<file path="config.mk">
export PLATFORM = sky130hd
export DESIGN_NAME = mii_64b66b_encoder_flat
export DESIGN_NICKNAME = d
export VERILOG_FILES = /design/src/rtl/mii_64b66b_encoder_if.sv /design/src/rtl/mii_64b66b_encoder.sv /design/src/flat_wrapper.sv
export SDC_FILE = /design/constraint.sdc
export NUM_CORES = 1
export LEC_CHECK = 0
export CAP_MARGIN = 30
export CORE_ASPECT_RATIO = 0.8
export CORE_MARGIN = 4
export CORE_UTILIZATION = 46
export CTS_CLUSTER_SIZE = 8
export DETAILED_ROUTE_END_ITERATION = 10
export PLACE_DENSITY = 0.79
export SLEW_MARGIN = 20
export SYNTH_ARGS = -nofsm -noshare
export SYNTH_HDL_FRONTEND = slang
export SYNTH_SLANG_ARGS = --single-unit
</file>
<file path="constraint.sdc">
create_clock -name clk -period 5.6 [get_ports clk]
set_clock_uncertainty 0.05 [all_clocks]
set_input_delay 1.68 -clock clk [delete_from_list [all_inputs] [get_ports clk]]
set_output_delay 1.68 -clock clk [all_outputs]
set_load 0.05 [all_outputs]
</file>
<file path="src/rtl/mii_64b66b_encoder_if.sv">
// MII-side input word and coded-block output bundle for the 64b/66b encoder.
// Latency: n/a (wires only).
// Backpressure: none; one word in and one block out per clock.
interface mii_64b66b_encoder_if #(
    parameter int DATA_WIDTH    = 64,
    parameter int CTRL_WIDTH    = 8,
    parameter int ERR_CNT_WIDTH = 16
);
    logic [DATA_WIDTH-1:0]    i_tx_data;
    logic [CTRL_WIDTH-1:0]    i_tx_ctrl;
    logic [65:0]              o_tx_coded;
    logic                     o_block_err;
    logic [ERR_CNT_WIDTH-1:0] o_err_count;

    // Frame generator side: drives MII words, observes coded blocks.
    modport master (
        output i_tx_data, i_tx_ctrl,
        input  o_tx_coded, o_block_err, o_err_count
    );

    // Encoder side.
    modport slave (
        input  i_tx_data, i_tx_ctrl,
        output o_tx_coded, o_block_err, o_err_count
    );
endinterface

</file>
<file path="src/rtl/mii_64b66b_encoder.sv">
// 64b/66b BASE-R transmit encoder (unscrambled): MII word -> 66-bit block, illegal sequences -> E block.
// Latency: 1 clock from input sample to o_tx_coded.
// Backpressure: none; one block is emitted every clock unconditionally.
module mii_64b66b_encoder #(
    parameter int         DATA_WIDTH    = 64,
    parameter int         CTRL_WIDTH    = 8,
    parameter logic [7:0] IDLE_CODE     = 8'h07,
    parameter logic [7:0] START_CODE    = 8'hFB,
    parameter logic [7:0] TERM_CODE     = 8'hFD,
    parameter logic [7:0] ERROR_CODE    = 8'hFE,
    parameter int         ERR_CNT_WIDTH = 16
) (
    input  logic               clk,
    input  logic               i_rst,
    mii_64b66b_encoder_if.slave tx_if
);

    localparam int          LANES    = DATA_WIDTH / 8;
    localparam logic [65:0] IDLE_BLK = {56'h0, 8'h1E, 2'b10};
    localparam logic [65:0] EBLK     = {{8{7'h1E}}, 8'h1E, 2'b10};

    typedef enum logic [1:0] {TX_C, TX_D, TX_T, TX_E} state_t;
    typedef enum logic [2:0] {CL_D, CL_C, CL_S, CL_T, CL_E} cls_t;

    state_t                   state_q, state_d;
    cls_t                     cls;
    logic                     all_c;
    logic                     t_ok;
    logic                     t_hit;
    logic [2:0]               t_lane;
    logic [55:0]              c_payload;
    logic [55:0]              t_payload;
    logic [65:0]              tx_coded_q, tx_coded_d;
    logic                     block_err_q, block_err_d;
    logic [ERR_CNT_WIDTH-1:0] err_count_q, err_count_d;

    // Block type field for a terminate in lane k.
    function automatic logic [7:0] term_type(input logic [2:0] k);
        case (k)
            3'd0:    term_type = 8'h87;
            3'd1:    term_type = 8'h99;
            3'd2:    term_type = 8'hAA;
            3'd3:    term_type = 8'hB4;
            3'd4:    term_type = 8'hCC;
            3'd5:    term_type = 8'hD2;
            3'd6:    term_type = 8'hE1;
            default: term_type = 8'hFF;
        endcase
    endfunction

    // Classify the incoming word; also builds the 7-bit control payload and finds a terminate lane.
    always_comb begin
        all_c     = 1'b1;
        c_payload = '0;
        t_ok      = 1'b0;
        t_hit     = 1'b0;
        t_lane    = '0;
        for (int k = 0; k < LANES; k++) begin
            if (tx_if.i_tx_data[8*k +: 8] == IDLE_CODE) begin
                c_payload[7*k +: 7] = 7'h00;
            end else if (tx_if.i_tx_data[8*k +: 8] == ERROR_CODE) begin
                c_payload[7*k +: 7] = 7'h1E;
            end else begin
                all_c = 1'b0;
            end
        end
        // Terminate in lane k: data below it, idles (as control) above it.
        for (int k = 0; k < LANES; k++) begin
            t_ok = tx_if.i_tx_ctrl[k] && (tx_if.i_tx_data[8*k +: 8] == TERM_CODE);
            for (int j = 0; j < LANES; j++) begin
                if (j < k) begin
                    t_ok = t_ok && !tx_if.i_tx_ctrl[j];
                end else if (j > k) begin
                    t_ok = t_ok && tx_if.i_tx_ctrl[j] && (tx_if.i_tx_data[8*j +: 8] == IDLE_CODE);
                end
            end
            if (t_ok) begin
                t_hit  = 1'b1;
                t_lane = 3'(k);
            end
        end
        if (tx_if.i_tx_ctrl == {CTRL_WIDTH{1'b0}}) begin
            cls = CL_D;
        end else if (tx_if.i_tx_ctrl == {CTRL_WIDTH{1'b1}} && all_c) begin
            cls = CL_C;
        end else if (tx_if.i_tx_ctrl == CTRL_WIDTH'(1) && tx_if.i_tx_data[7:0] == START_CODE) begin
            cls = CL_S;
        end else if (t_hit) begin
            cls = CL_T;
        end else begin
            cls = CL_E;
        end
    end

    // Terminate payload: data lanes below the terminate, everything else zero.
    always_comb begin
        t_payload = '0;
        for (int b = 0; b < LANES - 1; b++) begin
            if (3'(b) < t_lane) begin
                t_payload[8*b +: 8] = tx_if.i_tx_data[8*b +: 8];
            end
        end
    end

    // State register; reset abandons any frame in progress.
    always_ff @(posedge clk) begin
        if (i_rst) begin
            state_q <= TX_C;
        end else begin
            state_q <= state_d;
        end
    end

    // Next state from the current state and the input class.
    always_comb begin
        state_d = TX_E;
        case (state_q)
            TX_C, TX_T: begin
                case (cls)
                    CL_C:    state_d = TX_C;
                    CL_S:    state_d = TX_D;
                    default: state_d = TX_E;
                endcase
            end
            TX_D: begin
                case (cls)
                    CL_D:    state_d = TX_D;
                    CL_T:    state_d = TX_T;
                    default: state_d = TX_E;
                endcase
            end
            default: begin
                case (cls)
                    CL_D:    state_d = TX_D;
                    CL_T:    state_d = TX_T;
                    CL_C:    state_d = TX_C;
                    default: state_d = TX_E;
                endcase
            end
        endcase
    end

    // Output block: every transition into TX_E is exactly the set of cycles that emit EBLK.
    always_comb begin
        case (cls)
            CL_D:    tx_coded_d = {tx_if.i_tx_data, 2'b01};
            CL_C:    tx_coded_d = {c_payload, 8'h1E, 2'b10};
            CL_S:    tx_coded_d = {tx_if.i_tx_data[DATA_WIDTH-1:8], 8'h78, 2'b10};
            CL_T:    tx_coded_d = {t_payload, term_type(t_lane), 2'b10};
            default: tx_coded_d = EBLK;
        endcase
        block_err_d = (state_d == TX_E);
        if (block_err_d) begin
            tx_coded_d = EBLK;
        end
        err_count_d = err_count_q;
        if (block_err_d && err_count_q != {ERR_CNT_WIDTH{1'b1}}) begin
            err_count_d = err_count_q + ERR_CNT_WIDTH'(1);
        end
    end

    // Output registers: block, error flag and saturating error counter move together.
    always_ff @(posedge clk) begin
        if (i_rst) begin
            tx_coded_q  <= IDLE_BLK;
            block_err_q <= 1'b0;
            err_count_q <= '0;
        end else begin
            tx_coded_q  <= tx_coded_d;
            block_err_q <= block_err_d;
            err_count_q <= err_count_d;
        end
    end

    assign tx_if.o_tx_coded  = tx_coded_q;
    assign tx_if.o_block_err = block_err_q;
    assign tx_if.o_err_count = err_count_q;

endmodule
</file>
<file path="src/flat_wrapper.sv">
// flat-port wrapper written by rule: the top's interface ports become plain ports
module mii_64b66b_encoder_flat 
#(
    parameter int         DATA_WIDTH    = 64,
    parameter int         CTRL_WIDTH    = 8,
    parameter logic [7:0] IDLE_CODE     = 8'h07,
    parameter logic [7:0] START_CODE    = 8'hFB,
    parameter logic [7:0] TERM_CODE     = 8'hFD,
    parameter logic [7:0] ERROR_CODE    = 8'hFE,
    parameter int         ERR_CNT_WIDTH = 16
)
  (clk, i_rst, tx_if_i_tx_data, tx_if_i_tx_ctrl, tx_if_o_tx_coded, tx_if_o_block_err, tx_if_o_err_count);
  mii_64b66b_encoder_if #(.DATA_WIDTH(DATA_WIDTH), .CTRL_WIDTH(CTRL_WIDTH), .ERR_CNT_WIDTH(ERR_CNT_WIDTH)) tx_if_i ();
  input  logic clk;
  input  logic i_rst;
  input wire logic [$bits(tx_if_i.i_tx_data)-1:0] tx_if_i_tx_data;
  input wire logic [$bits(tx_if_i.i_tx_ctrl)-1:0] tx_if_i_tx_ctrl;
  output wire logic [$bits(tx_if_i.o_tx_coded)-1:0] tx_if_o_tx_coded;
  output wire logic [$bits(tx_if_i.o_block_err)-1:0] tx_if_o_block_err;
  output wire logic [$bits(tx_if_i.o_err_count)-1:0] tx_if_o_err_count;
  assign tx_if_i.i_tx_data = tx_if_i_tx_data;
  assign tx_if_i.i_tx_ctrl = tx_if_i_tx_ctrl;
  assign tx_if_o_tx_coded = tx_if_i.o_tx_coded;
  assign tx_if_o_block_err = tx_if_i.o_block_err;
  assign tx_if_o_err_count = tx_if_i.o_err_count;
  mii_64b66b_encoder #(.DATA_WIDTH(DATA_WIDTH), .CTRL_WIDTH(CTRL_WIDTH), .IDLE_CODE(IDLE_CODE), .START_CODE(START_CODE), .TERM_CODE(TERM_CODE), .ERROR_CODE(ERROR_CODE), .ERR_CNT_WIDTH(ERR_CNT_WIDTH)) u_core (.clk(clk), .i_rst(i_rst), .tx_if(tx_if_i));
endmodule
</file>
==> run summary, run 1 <==
Post-DP HPWL - 13500 um
antenna viol nets, final - 0
hold depth - 2
M2 GR Usage - 0.473
Hold Buf Count CTS - 0
Pwr Density - 239 nW/um2
number of synthesized register bits - 85
CTS sink count - 85
fillcell total - 712
pins over their slew limit - 0
DRT iter0 DRCs - 778
Syn. warnings - 0
gr busiest metal - met2
fraction of registers with async set/reset - 0
total leakage power - 0.00220 uW
Remaining Overflow, GRT - 0
die area - 11400 um2
number of global-route vias before repair - 5062
RR Startpoint - u_core.tx_if.o_err_count[3]
status - finished, final reports clean
Clock Latency Late Sink - 0.34 ns
Post-synth EDFFs - 0
HP Class - flip-flop to flip-flop
Storage cell area - 1700 um2
Syn Nets - 613
drt first pass iters - 6
Reg2Reg Capture Point - u_core.tx_if.o_err_count[0]
crit path capture type - flip-flop
Setup Fix Bufs, Post-CTS - 0
syn avg cell area - 8.41 um2
first-pass GRT wire length - 27700 um
CTS Buf Count - 9
Post-synth top flop - dfxtp_1
Multi-input gate area - 2620 um2
Mapped Cells - 534
NumNets Final - 771
Residual DRC - 0
commonest non-fill, non-tap cells in the layout - clkdlybuf4s50_1 (156), dfxtp_1 (85), nor2_1 (44), a21oi_1 (43), nand2_1 (41)
Slew @ Worst Pin - 0.936 ns
Cell Rows - 31
crit-path max FO - 38
Final Cycle Share - 0.898
Resized cells post-CTS - 0
RSZ-0062 raised after global routing - false
Port Buf Inserts - 156
sequential element share of the synthesized area - 0.379
Startpoint Class - primary input
Vias - 5329
Max Fclk - 199 MHz
initial antenna violation count - 0
Max VDD drop - 0.000193 V
width of the die - 118 um
synth-to-layout area growth - 45.8%
post-layout min period - 5.03 ns
largest net degree at the start of global routing - 39
Vert. Die Dim - 96.4 um
setup tns final - 0 ns
crit path kind - primary input to flip-flop
# H-tree levels - 3
Distinct cells, synth - 68
hold endpoint - u_core.tx_if.o_err_count[5]
max_cap viols - 0
Final Power - 1560 uW
commonest non-fill, non-tap cell in the layout - clkdlybuf4s50_1
GR Util met1 - 0.430
GPL Wtd Cong - 0.972
share of cells above drive strength 1 - 0.0675
drt via density - 6.57
dpl cells - 795
Tot GR Track Use - 0.309
R2R setup slack - 3.07 ns
Rel. slew slack - 0.370
TritonCTS clock tree - built
Mapped Area - 4490 um2
wire per inst - 22.3 um
Reg clk slew, reported paths - 0.06 ns
drt total wl - 18100 um
met3 GRT Util - 0.0739
R2R depth - 8
final count of negative-setup-slack endpoints - 0
Placeable Area - 9270 um2
Hold Crit Start - u_core.tx_if.o_err_count[5]
clock tree buffer depth - 2
I/O pin cnt - 157
Hold Violations, Final - 0
Initial Util - 0.485
Root Buffer - clkbuf_16
Antenna diodes - 0
Critical Path RT - 5.77 ns
CP arrival - 5.20 ns
fin cells - 811
critical path, stage by stage:
cell and delay, ns:
clkdlybuf4s50_1 0.51, or4b_1 0.59, or3_4 0.38, or3_1 0.51, a311oi_2 0.38, a311oi_2 0.17, a21oi_2 0.26, buf_12 0.24
a21oi_1 0.16, a221o_1 0.31
state kept, by name (all words and copies together), names as in the netlist:
register	count
u_core.tx_if.o_tx_coded	66
u_core.tx_if.o_err_count	16
u_core.state_q	2
u_core.tx_if.o_block_err	1
cells in the mapped netlist, types with 7 or more instances:
library cell / n / area [um2]
nand3_1: 24 / 120
dfxtp_1: 85 / 1700
and3_1: 12 / 75.1
nand4_1: 19 / 119
nor2_1: 44 / 165
nor3_1: 8 / 40.0
and4_1: 9 / 78.8
a32oi_1: 13 / 114
clkbuf_1: 19 / 71.3
a21oi_1: 43 / 215
nand3b_1: 7 / 52.6
a31oi_1: 8 / 50.1
or3_1: 13 / 81.3
a22oi_1: 22 / 165
a221o_1: 12 / 120
nor2b_1: 10 / 62.6
inv_1: 12 / 45.0
nor4_1: 18 / 113
or4_1: 14 / 105
nand2_1: 41 / 154
metrics by stage:
stage               area [um2]  hold slack (ns)   util  worst slack, ns
global placement          6210            0.430  0.670            0.394
finish                    6550            0.469  0.706            0.573
detailed placement        6210            0.457  0.670            0.317
floorplan                 4490            0.478      -             1.21
global route              6550            0.498  0.706            0.378
CTS                       6540            0.466  0.706            0.641
cell type report:
class	count	area share
clock buffers	11	0.0355
clock inverters	4	0.0149
inverters	12	0.00688
multi-input cells	410	0.400
flip-flops and latches	85	0.260
well taps	115	0.0220
repair buffers	174	0.261
kinds of logic (layout without fill, tap and decap cells):
group           after synthesis  count (layout)  share of synthesized area
simple gates                247             247                      0.311
compound gates              152             152                      0.244
flops                        85              85                      0.379
buf+inv                      39             201                     0.0376
mux                           6               6                     0.0145
fa+ha+maj                     5               5                     0.0139
per-layer routing:
layer	share of wire	wire length [um]
met2	0.43	7810
met1	0.43	7860
met4	0.023	413
met3	0.11	1990
met5	0	0
worst max-delay path by stage:
stage | startpoint | endpoint | slack (ns)
finish | tx_if_i_tx_data[51] | u_core.tx_if.o_tx_coded[19] | 0.57
global route | tx_if_i_tx_data[37] | u_core.tx_if.o_tx_coded[7] | 0.38
CTS | tx_if_i_tx_data[51] | u_core.tx_if.o_tx_coded[27] | 0.64
detailed placement | tx_if_i_tx_data[51] | u_core.tx_if.o_tx_coded[27] | 0.32
global placement | tx_if_i_tx_data[51] | u_core.tx_if.o_tx_coded[28] | 0.39
floorplan | tx_if_i_tx_data[51] | u_core.tx_if.o_tx_coded[60] | 1.21
report_power, final:
part / switching, uW / leakage, uW / total, uW / internal (uW)
registers: 7.91 / 0.000698 / 633 / 625
clock network: 237 / 0.000156 / 670 / 434
logic: 158 / 0.00135 / 260 / 103
total: 402 / 0.00220 / 1560 / 1160
No activity file was read; power rests on OpenSTA's default activity.
==> inputs of run 2 (changes only) <==
- ABC_AREA: unset -> 1
- CORE_UTILIZATION: 46 -> 48
- SETUP_SLACK_MARGIN: unset -> 0.3
==> run summary, run 2 <==
total leakage power - 0.00302 uW
synth-to-layout area growth - 36.7%
width of the die - 126 um
status - finished, final reports clean
CP arrival - 4.98 ns
DRT iter0 DRCs - 869
Setup Fix Bufs, Post-CTS - 0
drt first pass iters - 5
Placeable Area - 10800 um2
simple-gate area share of the yosys netlist - 0.442
setup tns final - 0 ns
Max Fclk - 209 MHz
Worst Setup SP - tx_if_i_tx_data[29]
DR top layer - met4
Vias - 6305
Reg2Reg Capture Point - u_core.tx_if.o_err_count[10]
R2R setup slack - 2.87 ns
crit-path max FO - 30
share of cells above drive strength 1 - 0.0686
pins over their slew limit - 0
Residual DRC - 0
RR Startpoint - u_core.tx_if.o_err_count[0]
fillcell total - 1010
crit path kind - primary input to flip-flop
CTS sink count - 85
Final Cycle Share - 0.856
antenna viol nets, final - 0
clock tree buffer depth - 2
synth cell count leaders - nand2_1 (225), nor2_1 (144), inv_1 (99)
drt via density - 5.48
Hold Violations, Final - 0
commonest non-fill, non-tap cell in the layout - nand2_1
crit path capture type - flip-flop
XOR/XNOR Fraction of Synth Area - 0.0214
I/O pin cnt - 157
max reg flops - 66
drt total wl - 19000 um
Pwr Density - 216 nW/um2
Core Util, Final - 0.669
WL met3 - 2230 um
Slew @ Worst Pin - 0.672 ns
syn avg cell area - 6.22 um2
Post-synth top flop - dfxtp_1
top-count cell post-synth - nand2_1
Hold Buf Count CTS - 0
Critical Path RT - 5.79 ns
initial antenna violation count - 0
slowest stage delay, CP - 0.62 ns
# H-tree levels - 3
Startpoint Class - primary input
Initial Util - 0.489
Antenna diodes - 0
Port Buf Inserts - 156
synthesized-area fraction occupied by adder cells - 0.0118
post-synthesis compound-gate area fraction - 0.102
Post-synth EDFFs - 0
cells along the critical path - clkdlybuf4s50_1 -> nand2_1 -> nor2_1 -> nand3_1 -> nand2_1 -> nand2_1 -> nor2_1 -> nand2_1 -> o21ai_1 -> nand2_2 -> nand2_4 -> nand2_4 -> nor2_4 -> inv_2
number of global-route vias before repair - 5847
largest net degree at the start of global routing - 47
most frequent CP cell - nand2_1
fraction of synthesized area in multiplexers - 0
routed wl met2 - 7880 um
Distinct cells, synth - 40
crit path max-delay cell type - clkdlybuf4s50_1
cell accounting for the most synthesized area - dfxtp_1
Root Buffer - clkbuf_16
HP Class - flip-flop to flip-flop
commonest non-fill, non-tap cells in the layout - nand2_1 (225), clkdlybuf4s50_1 (156), nor2_1 (144), inv_1 (99), dfxtp_1 (85)
fraction of registers with async set/reset - 0
Tot GR Track Use - 0.293
Max VDD drop - 0.000149 V
largest cells by area after synthesis - dfxtp_1 (32%), nand2_1 (16%), nor2_1 (10%), nand3_1 (7.3%), inv_1 (7.0%)
final count of negative-setup-slack endpoints - 0
RSZ-0062 raised after global routing - false
number of synthesized register bits - 85
die area - 12800 um2
GPL Wtd Cong - 1.05
Cell Rows - 34
max_cap viols - 0
Reg clk slew, reported paths - 0.06 ns
share of the synthesized area in the top cell type - 0.321
CTS Buf Count - 9
sequential element share of the synthesized area - 0.321
Vert. Die Dim - 102 um
Remaining Overflow, GRT - 0
largest family of logic cells by synthesized area - simple AND/OR/NAND/NOR gates
Mapped Area - 5310 um2
wire per inst - 16.5 um
Clock Latency Late Sink - 0.34 ns
Resized cells post-CTS - 0
Syn. warnings - 0
post-layout min period - 4.79 ns
NumNets Final - 1080
wl on met1 - 8370 um
R2R depth - 9
TritonCTS clock tree - built
Critical path destination - u_core.tx_if.o_tx_coded[1]
Syn Nets - 933
Rel. slew slack - 0.551
first-pass GRT wire length - 30200 um
Mapped Cells - 854
Post-DP HPWL - 14800 um
run 2: how the worst min path moves through the flow:
| stage | start | to | slack [ns] | depth (start not counted) |
|---|---|---|---|---|
| finish | u_core.tx_if.o_err_count[15] | u_core.tx_if.o_err_count[15] | 0.45 | 2 |
| global route | u_core.tx_if.o_err_count[15] | u_core.tx_if.o_err_count[15] | 0.47 | 2 |
| CTS | u_core.tx_if.o_err_count[15] | u_core.tx_if.o_err_count[15] | 0.45 | 2 |
| detailed placement | u_core.tx_if.o_err_count[15] | u_core.tx_if.o_err_count[15] | 0.44 | 2 |
| global placement | u_core.tx_if.o_err_count[15] | u_core.tx_if.o_err_count[15] | 0.43 | 2 |
| floorplan | u_core.state_q[0] | u_core.state_q[1] | 0.53 | 3 |
run 2: cell type report:
class / instances / area (um2) / share of cell area
timing repair buffer: 160 / 1590 / 0.219
sequential: 85 / 1700 / 0.235
tap: 144 / 180 / 0.0248
clock buffer: 10 / 239 / 0.0329
inverter: 108 / 408 / 0.0562
multi-input combinational: 637 / 3060 / 0.422
clock inverter: 6 / 71.3 / 0.00983
run 2: kinds of logic after synthesis:
group | count (synthesis)
simple gates | 531
buf+inv | 132
compound gates | 88
flops | 85
xor+xnor | 13
fa+ha+maj | 5
run 2: stage by stage:
| step | hold slack, ns | total power, uW | std cells | instance area (um2) | worst slack (ns) |
|---|---|---|---|---|---|
| 2_1_floorplan | 0.535 | 818 | 854 | 5310 | 2.07 |
| 3_3_place_gp | 0.430 | 956 | 1134 | 6950 | 0.600 |
| 3_5_place_dp | 0.438 | 958 | 1134 | 6950 | 0.596 |
| 4_1_cts | 0.448 | 1570 | 1150 | 7260 | 0.946 |
| 5_1_grt | 0.465 | 1620 | 1150 | 7260 | 0.614 |
| 6_report | 0.446 | 1570 | 1150 | 7260 | 0.806 |
run 2: critical path, delay by kind of cell:
| kind | cells | cell delay, ns |
|---|---|---|
| AND/OR/NAND/NOR | 11 | 2.37 |
| buffers and inverters | 2 | 0.65 |
| AO/OA/AOI/OAI | 1 | 0.25 |
run 2: per-layer routing:
layer,up-vias,track usage
met1,2798,0.417
met5,-,0
met3,48,0.0627
met4,0,0.100
met2,427,0.442
li1,3032,-
run 2: power by group:
part | leakage (uW) | total, uW | internal [uW] | switching [uW]
Clock | 0.000151 | 619 | 362 | 258
Sequential | 0.000699 | 637 | 627 | 9.62
Combinational | 0.00217 | 313 | 108 | 205
